File: config.mk
export PLATFORM = sky130hd
export DESIGN_NAME = mem_port_arbiter
export DESIGN_NICKNAME = d
export VERILOG_FILES = /design/src/rtl/mem_arb_pkg.sv /design/src/rtl/mem_arb_sel.sv /design/src/rtl/mem_port_arbiter.sv
export SDC_FILE = /design/constraint.sdc
export NUM_CORES = 1
export LEC_CHECK = 0
export ABC_AREA = 1
export CAP_MARGIN = 20
export CORE_ASPECT_RATIO = 0.75
export CORE_MARGIN = 2
export CORE_UTILIZATION = 45
export DETAILED_ROUTE_END_ITERATION = 10
export GPL_TIMING_DRIVEN = 0
export PLACE_DENSITY_LB_ADDON = 0.3
export SLEW_MARGIN = 20
export SYNTH_ARGS = -nofsm -noshare
export SYNTH_HDL_FRONTEND = slang
export SYNTH_SLANG_ARGS = --single-unit
File: constraint.sdc
create_clock -name CLK -period 5.6 [get_ports CLK]
set_input_delay 1.12 -clock CLK [delete_from_list [all_inputs] [get_ports CLK]]
set_output_delay 1.12 -clock CLK [all_outputs]
set_load 0.03 [all_outputs]
File: src/rtl/mem_arb_pkg.sv
// Shared state encoding, port-owner constants and alignment mask for mem_port_arbiter.
package mem_arb_pkg;

   typedef enum logic [1:0] {
      IDLE   = 2'd0,
      ACCESS = 2'd1,
      RESP   = 2'd2
   } arb_state_e;

   localparam logic       OWNER_CPU = 1'b0;
   localparam logic       OWNER_DMA = 1'b1;
   localparam logic [1:0] MISALIGN  = 2'b11;

   function automatic logic is_misaligned(input logic [1:0] addr_lsb);
      return (addr_lsb & MISALIGN) != 2'b00;
   endfunction

endpackage

File: src/rtl/mem_arb_sel.sv
// Combinational winner pick between the CPU and DMA requests.
module mem_arb_sel
   import mem_arb_pkg::*;
(
   input  logic cpu_req_i,
   input  logic dma_req_i,
   input  logic last_owner_i,
   output logic any_req_o,
   output logic winner_o
);

   always_comb begin
      any_req_o = cpu_req_i | dma_req_i;
      winner_o  = OWNER_CPU;
      if (cpu_req_i && dma_req_i) begin
         // contention goes to whichever port was not granted last
         winner_o = (last_owner_i == OWNER_CPU) ? OWNER_DMA : OWNER_CPU;
      end else if (dma_req_i) begin
         winner_o = OWNER_DMA;
      end
   end

endmodule

File: src/rtl/mem_port_arbiter.sv
// Shares one single-ported word memory between CPU and DMA ports with fixed-latency accesses.
// Optional ARB_FIXED_PRIO_EN: CPU always wins simultaneous requests (no round-robin pointer).
module mem_port_arbiter
   import mem_arb_pkg::*;
#(
   parameter int ADDR_W  = 32,
   parameter int DATA_W  = 32,
   parameter int MEM_LAT = 2
)(
   input  logic              CLK,
   input  logic              RST,
   input  logic              cpu_req,
   input  logic              cpu_we,
   input  logic [ADDR_W-1:0] cpu_addr,
   input  logic [DATA_W-1:0] cpu_wdata,
   output logic              cpu_ack,
   output logic              cpu_err,
   output logic [DATA_W-1:0] cpu_rdata,
   input  logic              dma_req,
   input  logic              dma_we,
   input  logic [ADDR_W-1:0] dma_addr,
   input  logic [DATA_W-1:0] dma_wdata,
   output logic              dma_ack,
   output logic              dma_err,
   output logic [DATA_W-1:0] dma_rdata,
   output logic              mem_en,
   output logic              mem_we,
   output logic [ADDR_W-1:0] mem_addr,
   output logic [DATA_W-1:0] mem_wdata,
   input  logic [DATA_W-1:0] mem_rdata,
   output logic              busy,
   output logic              owner
);

   localparam int               CNT_W    = (MEM_LAT > 1) ? $clog2(MEM_LAT) : 1;
   localparam logic [CNT_W-1:0] CNT_INIT = CNT_W'(MEM_LAT - 1);

   arb_state_e        state_q, state_d;
   logic              owner_q, owner_d;
   logic              we_q, we_d;
   logic              err_q, err_d;
   logic [ADDR_W-1:0] addr_q, addr_d;
   logic [DATA_W-1:0] wdata_q, wdata_d;
   logic [DATA_W-1:0] rdata_q, rdata_d;
   logic [CNT_W-1:0]  cnt_q, cnt_d;

   logic              any_req;
   logic              winner;
   logic              last_owner;
   logic              sel_we;
   logic [ADDR_W-1:0] sel_addr;
   logic [DATA_W-1:0] sel_wdata;
   logic              in_access;
   logic              in_resp;

   mem_arb_sel u_sel (
      .cpu_req_i    (cpu_req),
      .dma_req_i    (dma_req),
      .last_owner_i (last_owner),
      .any_req_o    (any_req),
      .winner_o     (winner)
   );

`ifdef ARB_FIXED_PRIO_EN
   // a constant "DMA went last" makes every tie resolve to the CPU
   assign last_owner = OWNER_DMA;
`else
   logic rr_q, rr_d;

   assign rr_d       = (state_q == IDLE && any_req) ? winner : rr_q;
   assign last_owner = rr_q;

   always_ff @(posedge CLK or posedge RST) begin
      if (RST) rr_q <= OWNER_DMA;
      else     rr_q <= rr_d;
   end
`endif

   assign sel_we    = (winner == OWNER_DMA) ? dma_we    : cpu_we;
   assign sel_addr  = (winner == OWNER_DMA) ? dma_addr  : cpu_addr;
   assign sel_wdata = (winner == OWNER_DMA) ? dma_wdata : cpu_wdata;

   always_comb begin
      state_d = state_q;
      owner_d = owner_q;
      we_d    = we_q;
      err_d   = err_q;
      addr_d  = addr_q;
      wdata_d = wdata_q;
      rdata_d = rdata_q;
      cnt_d   = cnt_q;
      case (state_q)
         IDLE: begin
            if (any_req) begin
               owner_d = winner;
               we_d    = sel_we;
               addr_d  = sel_addr;
               wdata_d = sel_wdata;
               rdata_d = '0;
               cnt_d   = CNT_INIT;
               err_d   = is_misaligned(sel_addr[1:0]);
               state_d = is_misaligned(sel_addr[1:0]) ? RESP : ACCESS;
            end
         end
         ACCESS: begin
            if (cnt_q == '0) begin
               if (!we_q) rdata_d = mem_rdata;
               state_d = RESP;
            end else begin
               cnt_d = cnt_q - 1'b1;
            end
         end
         RESP:    state_d = IDLE;
         default: state_d = IDLE;
      endcase
   end

   always_ff @(posedge CLK or posedge RST) begin
      if (RST) begin
         state_q <= IDLE;
         owner_q <= OWNER_CPU;
         we_q    <= 1'b0;
         err_q   <= 1'b0;
         addr_q  <= '0;
         wdata_q <= '0;
         rdata_q <= '0;
         cnt_q   <= '0;
      end else begin
         state_q <= state_d;
         owner_q <= owner_d;
         we_q    <= we_d;
         err_q   <= err_d;
         addr_q  <= addr_d;
         wdata_q <= wdata_d;
         rdata_q <= rdata_d;
         cnt_q   <= cnt_d;
      end
   end

   assign in_access = (state_q == ACCESS);
   assign in_resp   = (state_q == RESP);

   assign mem_en    = in_access;
   assign mem_we    = in_access & we_q;
   assign mem_addr  = in_access ? addr_q  : '0;
   assign mem_wdata = in_access ? wdata_q : '0;

   assign cpu_ack   = in_resp & (owner_q == OWNER_CPU);
   assign cpu_err   = cpu_ack & err_q;
   assign cpu_rdata = cpu_ack ? rdata_q : '0;
   assign dma_ack   = in_resp & (owner_q == OWNER_DMA);
   assign dma_err   = dma_ack & err_q;
   assign dma_rdata = dma_ack ? rdata_q : '0;

   assign busy      = (state_q != IDLE);
   assign owner     = owner_q;

endmodule

==> results of run 1 <==
-- worst max-delay path, cell delays in order (launching register included) --
cell,delay (ns)
dfrtp_1,0.43
inv_2,0.12
nand2_2,0.08
buf_2,0.21
buf_2,0.22
nor2_1,0.17
clkdlybuf4s50_1,0.70
-- cell usage after synthesis --
cell,instances,area share (%)
nand2_4,1,0.18
nor2_4,1,0.18
o22ai_2,63,12
nor2_2,2,0.20
o21ai_2,1,0.14
nor3_2,1,0.16
clkbuf_1,6,0.36
inv_2,5,0.30
a21oi_1,1,0.079
nand4_1,32,3.2
nor2_1,195,12
nand2_2,15,1.5
buf_8,4,0.95
dfstp_2,1,0.41
buf_12,1,0.32
buf_2,24,1.9
dfrtp_1,102,40
nand2_1,201,12
o21ai_0,3,0.24
buf_6,13,2.3
buf_4,6,0.71
nand3_1,6,0.47
nand3b_1,2,0.24
inv_1,169,10
-- cell families after synthesis --
| logic type | count (synthesis) | share of synthesized area [%] |
|---|---|---|
| AOI/OAI and AO/OA | 68 | 12.90 |
| buffers and inverters | 228 | 16.85 |
| DFF | 103 | 40.72 |
| and+or+nand+nor | 456 | 29.53 |
-- power by group --
part	switching [mW]	total, mW	leakage, nW	internal (mW)
clock network	0.286	0.602	0.139	0.317
registers	0.102	1.14	1.30	1.04
logic	1.36	2.27	3.35	0.911
total	1.75	4.02	4.78	2.27
-- how the worst max path moves through the flow --
stage               startpoint      endpoint  depth (start not counted)
floorplan                  RST     addr_q[0]                          1
global placement           RST    addr_q[17]                          2
detailed placement  state_q[0]  dma_rdata[6]                          5
CTS                 state_q[0]  dma_rdata[6]                          5
global route        state_q[0]  dma_rdata[7]                          5
finish              state_q[1]   mem_addr[2]                          6
-- routing by layer --
metal  global-route usage [%]  up-vias  share of wire (%)
li1                         -     3187                  -
met1                    31.91     2919                 43
met2                    45.19      233                 48
met3                    7.325       24                7.7
met4                    6.500        0                1.9
met5                        0        -                  0
-- registers in the layout, indices dropped and copies added, names as in the netlist --
name and flops:
last_owner 1, state_q 2, err_q 1, we_q 1, rdata_q 32, addr_q 32, wdata_q 32, owner 1
cnt_q 1
-- layout make-up --
type | instances | area (sq um)
Buffer | 54 | 414.1
Clock buffer | 10 | 239.0
Clock inverter | 6 | 43.79
Fill cell | 1120 | 3879
Inverter | 174 | 658.1
Multi-Input combinational cell | 524 | 2688
Sequential cell | 103 | 2579
Tap cell | 175 | 219.0
Timing Repair Buffer | 301 | 3030
-- stage by stage --
stage	setup WS [ns]	std cells	util (%)	hold WS (ns)
2_1_floorplan	1.778	855	-	0.4419
3_3_place_gp	0.06533	1330	69.50	0.4551
3_5_place_dp	2.554	1331	69.73	0.4589
4_1_cts	2.180	1347	71.79	0.4756
5_1_grt	2.067	1347	71.79	0.4893
6_report	2.194	1347	71.79	0.4725
==> impl_metrics.env, run 1 <==
export IMPL_cts_sinks=103
export IMPL_r2r_slack_ns=4.11
export IMPL_ys_ff_latch=103
export IMPL_final_cell_mix="clkdlybuf4s50_1, nand2_1, nor2_1"
export IMPL_final_area_sq_um=9871
export IMPL_cts_made_buffers=9
export IMPL_diodes=0
export IMPL_netlist_instances=855
export IMPL_cts_hold_buf=0
export IMPL_drc=0
export IMPL_drt_iter0_drc=321
export IMPL_grt_ovfl_total=0
export IMPL_r2r_end="wdata_q[12]"
export IMPL_drive_gt1_share_pct=13.31
export IMPL_core_area_sq_um=13750
export IMPL_h_tree_depth=3
export IMPL_area_delta_synth_final_pct=55.85
export IMPL_vias=6363
export IMPL_rr_worst_depth=6
export IMPL_postCtsResizedCells=0
export IMPL_p_total_mw=4.018
export IMPL_cts_max_path_buffers=2
export IMPL_layout_min_cycle_time_ns=3.406
export IMPL_ioPinCount=302
export IMPL_min_from="rdata_q[11]"
export IMPL_postSynthAreaPerCell_sq_um=7.408
export IMPL_viasPerCell=4.724
export IMPL_nNetsFinal=1333
export IMPL_fin_skew_ns=0.008235
export IMPL_global_route_usage_total_pct=25.92
export IMPL_layout_commonest_cell="clkdlybuf4s50_1"
export IMPL_min_path_type="register to register"
export IMPL_ant_nets=0
export IMPL_cts_root_buf="clkbuf_16"
export IMPL_die_y_microns=106.7
export IMPL_syn_nets=1021
export IMPL_antenna_found_initial=0
export IMPL_holdPathStages=2
export IMPL_power_density_nw_per_um2=407.1
export IMPL_synth_area_sq_um=6334
export IMPL_slew_headroom_pct=54.78
export IMPL_cp_required_ns=4.48
export IMPL_postCtsSetupBuffers=0
export IMPL_clk_pin_slew_ns=0.07
export IMPL_ys_warnings_count=0
export IMPL_grt_pass1_wl_microns=30980
export IMPL_peakVddDrop_mv=0.2080
export IMPL_worstSetupStartpointType="register"
export IMPL_hold_path_end="rdata_q[11]"
export IMPL_clk_latency_ns=0.34
export IMPL_power_leakage_nw=4.784
export IMPL_hold_violations=0
export IMPL_finalSetupViolCount=0
export IMPL_port_buffers=300
export IMPL_die_x_microns=141.0
export IMPL_grt_start_max_net_pins=58
export IMPL_place_area_sq_um=9588
export IMPL_fmax_mhz=293.6
export IMPL_dpl_hpwl_microns=15030
export IMPL_cp_arrival_ns=2.29
export IMPL_cap_violations=0
export IMPL_start_util_pct=46.06
export IMPL_end_kind="primary output"
export IMPL_gp_congestion=0.8977
export IMPL_tightest_slew_ns=0.6783
export IMPL_fin_tns_setup_ns=0
export IMPL_yosysUniqueCellTypes=24
export IMPL_critPathKind="register to primary output"
export IMPL_crit_fanout=10
export IMPL_r2r_start="last_owner"
export IMPL_wirelength_microns=19490
export IMPL_rsz0062_at_grt="false"
export IMPL_period_share_pct=60.82
export IMPL_num_rows=37
export IMPL_ys_seq_area_share_pct=40.72
export IMPL_firstDrtPassIters=8
export IMPL_maxSlewViolCount=0
export IMPL_die_area_sq_um=15050
export IMPL_tritoncts="done"
export IMPL_wl_per_cell_microns=14.47
export IMPL_outcome="finished clean"
export IMPL_grt_pass1_vias=6315
Note: power is estimated with default switching activity, not from simulation.
==> inputs of run 2 (changes only) <==
--- a/config.mk
+++ b/config.mk
@@ -9,7 +9,7 @@
 export CAP_MARGIN = 20
 export CORE_ASPECT_RATIO = 0.75
 export CORE_MARGIN = 2
-export CORE_UTILIZATION = 45
+export CORE_UTILIZATION = 42
 export DETAILED_ROUTE_END_ITERATION = 10
 export GPL_TIMING_DRIVEN = 0
 export PLACE_DENSITY_LB_ADDON = 0.3
==> constraint.sdc (replaced) <==
create_clock -name CLK -period 3.15 [get_ports CLK]
set_input_delay 0.63 -clock CLK [delete_from_list [all_inputs] [get_ports CLK]]
set_output_delay 0.63 -clock CLK [all_outputs]
set_load 0.03 [all_outputs]
==> run 2 against run 1 <==
  * Routed wire length rose by 2.2%
  * First-iteration DRC count rose by 12%
  * Clock power rose by 89%
  * Global-route usage fell by 1.4 points
  * Count of clock-buffer cells in the layout rose by 1
  * Sequential power rose by 78%
  * Highest routed layer unchanged
  * Flip-flop and latch count did not move
  * Final cell count rose by 1.9%
  * Critical endpoint is now dma_rdata[17]
==> impl_metrics.env, run 2 (synthesized netlist as in run 1, its figures left out) <==
export IMPL_outcome="finished clean"
export IMPL_fill_cells=1282
export IMPL_drt_iter0_drc=358
export IMPL_grt_start_max_net_pins=33
export IMPL_worstSetupStartpointType="register"
export IMPL_min_path_type="register to register"
export IMPL_fin_tns_setup_ns=0
export IMPL_fmax_mhz=339.9
export IMPL_power_leakage_nw=4.798
export IMPL_hold_path_end="last_owner"
export IMPL_clk_pin_slew_ns=0.07
export IMPL_post_route_util_pct=68.16
export IMPL_highest_layer="met4"
export IMPL_reg_top3="addr_q: 32 flops, rdata_q: 32 flops, wdata_q: 32 flops"
export IMPL_cp_cell_sequence="inv_2 > nand3_1 > buf_2 > nor2_1 > clkdlybuf4s50_1"
export IMPL_drc=0
export IMPL_critPathKind="register to primary output"
export IMPL_fin_skew_ns=0.01062
export IMPL_cap_violations=0
export IMPL_min_from="last_owner"
export IMPL_rsz0062_at_grt="false"
export IMPL_period_share_pct=93.39
export IMPL_antenna_found_initial=0
export IMPL_met2RoutedLength_microns=9417
export IMPL_postCtsResizedCells=0
export IMPL_place_area_sq_um=9651
export IMPL_num_rows=38
export IMPL_end_kind="primary output"
export IMPL_layout_min_cycle_time_ns=2.942
export IMPL_peakVddDrop_mv=0.3564
export IMPL_crit_buf_inv=3
export IMPL_p_total_mw=7.204
export IMPL_tritoncts="done"
export IMPL_layout_commonest_cell="clkdlybuf4s50_1"
export IMPL_power_share_sequential_pct=28.2
export IMPL_crit_fanout=10
export IMPL_core_area_sq_um=14600
export IMPL_viasPerCell=4.714
export IMPL_final_area_sq_um=9948
export IMPL_combinationalPowerShare_pct=56.0
export IMPL_die_y_microns=110.4
export IMPL_diodes=0
export IMPL_area_delta_synth_final_pct=57.07
export IMPL_hold_violations=0
export IMPL_met1Wirelength_microns=8315
export IMPL_intPower_mw=4.113
export IMPL_clkPwrFrac_pct=15.8
export IMPL_tightest_slew_ns=0.6517
export IMPL_power_density_nw_per_um2=724.2
export IMPL_r2r_start="last_owner"
export IMPL_firstDrtPassIters=5
export IMPL_r2r_end="we_q"
export IMPL_fin_cells=1373
export IMPL_maxSlewViolCount=0
export IMPL_critPathMaxStageDelay_ns=0.71
export IMPL_rr_worst_depth=6
export IMPL_finalSetupViolCount=0
export IMPL_cts_made_buffers=9
export IMPL_dpl_hpwl_microns=15580
export IMPL_power_switching_mw=3.091
export IMPL_port_buffers=300
export IMPL_holdPathStages=2
export IMPL_wl_met3_microns=1763
export IMPL_placed_cells=1358
export IMPL_global_route_usage_total_pct=24.57
export IMPL_grt_ovfl_total=0
export IMPL_start_util_pct=43.39
export IMPL_r2r_slack_ns=1.68
export IMPL_cts_hold_buf=0
export IMPL_cp_required_ns=2.52
export IMPL_die_x_microns=145.8
export IMPL_gp_congestion=0.8416
export IMPL_ant_nets=0
export IMPL_crit_family="buffers and inverters"
export IMPL_wl_per_cell_microns=14.51
export IMPL_final_cell_mix="clkdlybuf4s50_1, nand2_1, nor2_1"
export IMPL_cts_root_buf="clkbuf_16"
export IMPL_cp_arrival_ns=2.31
export IMPL_cts_sinks=103
export IMPL_nNetsFinal=1335
export IMPL_swShare_pct=42.91
export IMPL_slew_headroom_pct=56.56
export IMPL_drive_gt1_share_pct=13.30
export IMPL_grt_pass1_vias=6189
export IMPL_grt_pass1_wl_microns=31230
export IMPL_postCtsSetupBuffers=0
export IMPL_ioPinCount=302
export IMPL_die_area_sq_um=16090
export IMPL_wirelength_microns=19920
export IMPL_h_tree_depth=3
export IMPL_critical_path_slowest_cell="clkdlybuf4s50_1"
export IMPL_cts_max_path_buffers=2
export IMPL_vias=6472
export IMPL_clk_latency_ns=0.35
-- run 2: changes by cell type in the layout (fill, tap and decap cells not counted) --
cell | before | now
bufinv_16 | 0 | 1
clkinvlp_4 | 1 | 2
clkbuf_1 | 6 | 7
inv_6 | 3 | 1
clkinv_2 | 2 | 0
buf_12 | 1 | 4
buf_16 | 1 | 0
-- run 2: worst max-delay path by stage --
stage / from / endpoint / slack, ns / cells after the start
finish: state_q[0] / dma_rdata[17] / 0.21 / 5
global route: state_q[0] / dma_rdata[29] / 0.11 / 5
detailed placement: state_q[0] / dma_rdata[17] / 0.60 / 5
floorplan: owner / cpu_rdata[10] / 0.77 / 4
global placement: RST / addr_q[18] / 0.13 / 2
CTS: state_q[0] / dma_rdata[17] / 0.22 / 5
-- run 2: worst min-delay path, stage by stage (launching register included) --
cell and delay, ns:
dfstp_2 0.37, nand2_1 0.05, nand2_1 0.05
-- run 2: power groups by stage --
stage | combinational, mW | clock (mW) | sequential [mW]
2_1_floorplan | 2.83 | 0 | 2.03
3_3_place_gp | 3.97 | 0 | 2.04
3_5_place_dp | 4.04 | 0 | 2.06
4_1_cts | 4.06 | 1.16 | 2.03
5_1_grt | 4.39 | 1.22 | 2.09
6_report | 4.03 | 1.14 | 2.03
-- run 2: routing by layer --
layer,vias up,GRT usage [%]
li1,3196,-
met1,3000,30.45
met2,244,41.54
met3,32,7.695
met4,0,7.703
met5,-,0
-- run 2: layout make-up --
| cell class | instances | area (sq um) | share of cell area (%) |
|---|---|---|---|
| buffer | 54 | 414.1 | 4.163 |
| clock buffer | 11 | 242.7 | 2.440 |
| clock inverter | 4 | 55.05 | 0.5534 |
| inverter | 174 | 656.9 | 6.603 |
| multi-input combinational | 524 | 2688 | 27.02 |
| sequential | 103 | 2579 | 25.92 |
| tap | 200 | 250.2 | 2.515 |
| timing repair buffer | 303 | 3063 | 30.79 |
-- run 2: per-stage QoR --
step	setup slack (ns)	hold WS, ns
6_report	0.2081	0.4719
5_1_grt	0.1127	0.4957
4_1_cts	0.2183	0.4754
3_5_place_dp	0.5955	0.4587
3_3_place_gp	0.1262	0.4541
2_1_floorplan	0.7661	0.4419
==> inputs of run 3 (changes only) <==
--- a/config.mk
+++ b/config.mk
@@ -11,7 +11,6 @@
 export CORE_MARGIN = 2
 export CORE_UTILIZATION = 42
 export DETAILED_ROUTE_END_ITERATION = 10
-export GPL_TIMING_DRIVEN = 0
 export PLACE_DENSITY_LB_ADDON = 0.3
 export SLEW_MARGIN = 20
 export SYNTH_ARGS = -nofsm -noshare
==> run 3 against run 2 <==
  * Sequential power barely moved
  * Non-clock buffer count fell by 46
  * First-iteration DRC count decreased by 5.9%
  * Via count decreased by 5.6%
  * Flip-flop and latch count stayed put
  * Total power fell by 6.9%
  * Hold slack better by 0.0013 ns
  * Global-route usage decreased by 3.1 points
  * Register-to-register slack worse by 0.50 ns
  * Final cell count shrank 3.3%
  * Cell area fell by 3.5%
  * Die area unchanged
==> impl_metrics.env, run 3 (synthesized netlist as in run 1, its figures left out) <==
export IMPL_outcome="finished clean"
export IMPL_fin_cells=1328
export IMPL_cts_root_buf="clkbuf_16"
export IMPL_grt_pass1_wl_microns=28040
export IMPL_die_y_microns=110.4
export IMPL_port_buffers=301
export IMPL_min_path_type="register to register"
export IMPL_drc=0
export IMPL_ant_nets=0
export IMPL_post_route_util_pct=65.76
export IMPL_clk_latency_ns=0.34
export IMPL_critPathKind="register to primary output"
export IMPL_fill_cells=1281
export IMPL_tightest_slew_ns=1.049
export IMPL_num_rows=38
export IMPL_firstDrtPassIters=5
export IMPL_cts_made_buffers=9
export IMPL_period_share_pct=88.87
export IMPL_crit_fanout=39
export IMPL_global_route_usage_total_pct=21.47
export IMPL_core_area_sq_um=14600
export IMPL_cp_required_ns=2.52
export IMPL_viasPerCell=4.599
export IMPL_layout_min_cycle_time_ns=2.799
export IMPL_cap_violations=0
export IMPL_reg_top3="addr_q: 32 flops, rdata_q: 32 flops, wdata_q: 32 flops"
export IMPL_die_x_microns=145.8
export IMPL_slew_headroom_pct=29.98
export IMPL_h_tree_depth=3
export IMPL_end_kind="primary output"
export IMPL_power_leakage_nw=4.608
export IMPL_vias=6108
export IMPL_drive_gt1_share_pct=10.55
export IMPL_setup_ws_ns=0.3507
export IMPL_r2r_start="state_q[1]"
export IMPL_drt_iter0_drc=337
export IMPL_grt_pass1_vias=5691
export IMPL_diodes=0
export IMPL_start_util_pct=43.39
export IMPL_clk_pin_slew_ns=0.07
export IMPL_grt_ovfl_total=0
export IMPL_cts_hold_buf=0
export IMPL_die_area_sq_um=16090
export IMPL_gp_congestion=0.7881
export IMPL_hold_path_end="rdata_q[17]"
export IMPL_wirelength_microns=17770
export IMPL_antenna_found_initial=0
export IMPL_min_from="rdata_q[17]"
export IMPL_r2r_end="rdata_q[29]"
export IMPL_fmax_mhz=357.2
export IMPL_cp_arrival_ns=2.17
export IMPL_area_delta_synth_final_pct=51.54
export IMPL_worstSetupStartpointType="register"
export IMPL_cts_max_path_buffers=2
export IMPL_dpl_hpwl_microns=12640
export IMPL_postCtsResizedCells=0
export IMPL_tritoncts="done"
export IMPL_final_cell_mix="clkdlybuf4s50_1, nand2_1, nor2_1"
export IMPL_hold_violations=0
export IMPL_ioPinCount=302
export IMPL_layout_commonest_cell="clkdlybuf4s50_1"
export IMPL_postCtsSetupBuffers=0
export IMPL_rr_worst_depth=8
export IMPL_cts_sinks=103
export IMPL_nNetsFinal=1289
export IMPL_placed_cells=1311
export IMPL_r2r_slack_ns=1.18
export IMPL_wl_per_cell_microns=13.38
export IMPL_fin_skew_ns=0.005473
export IMPL_peakVddDrop_mv=0.4751
export IMPL_finalSetupViolCount=0
export IMPL_fin_tns_setup_ns=0
export IMPL_maxSlewViolCount=0
export IMPL_holdPathStages=2
export IMPL_rsz0062_at_grt="false"
export IMPL_power_density_nw_per_um2=698.8
export IMPL_pre_cts_ws_ns=0.6838
export IMPL_grt_start_max_net_pins=106
run 3: stage by stage:
stage | power, mW | hold slack [ns] | instance area [sq um]
5_1_grt | 7.180 | 0.4906 | 9598
3_3_place_gp | 5.578 | 0.4543 | 9304
2_1_floorplan | 4.852 | 0.4419 | 6337
6_report | 6.707 | 0.4732 | 9598
3_5_place_dp | 5.650 | 0.4589 | 9304
4_1_cts | 6.750 | 0.4769 | 9583
run 3: worst max-delay path, stage by stage (launching register included):
cell and delay (ns):
dfrtp_1 0.44, inv_2 0.13, nand2_2 0.07, buf_4 0.27
nor2_1 0.20, clkdlybuf4s50_1 0.70
run 3: how the worst max path moves through the flow:
stage / slack, ns / to / from
floorplan: 0.77 / cpu_rdata[10] / owner
finish: 0.35 / mem_wdata[3] / state_q[1]
detailed placement: 0.68 / rdata_q[23] / dma_req
global placement: 0.73 / cpu_rdata[10] / state_q[0]
global route: 0.19 / cpu_rdata[13] / state_q[0]
CTS: 0.34 / cpu_rdata[17] / state_q[0]
run 3: area by class of cell:
cell class                      instances  area, sq um  area share (%)
Clock buffer                            9        225.2           2.346
Clock inverter                          7        53.80          0.5606
Inverter                              174        656.9           6.844
Multi-Input combinational cell        524         2693           28.05
Sequential cell                       103         2579           26.87
Tap cell                              200        250.2           2.607
Timing Repair Buffer                  311         3141           32.72
run 3: report_power, final:
| part | leakage, nW | internal [mW] | switching, mW |
|---|---|---|---|
| registers | 1.30 | 1.85 | 0.180 |
| logic | 3.18 | 1.36 | 2.25 |
| clock network | 0.134 | 0.545 | 0.522 |
run 3: metal layers:
layer,wire [microns],track usage [%]
met1,7417,27.32
met2,8596,35.68
met3,1483,7.407
met4,268,4.902
met5,0,0
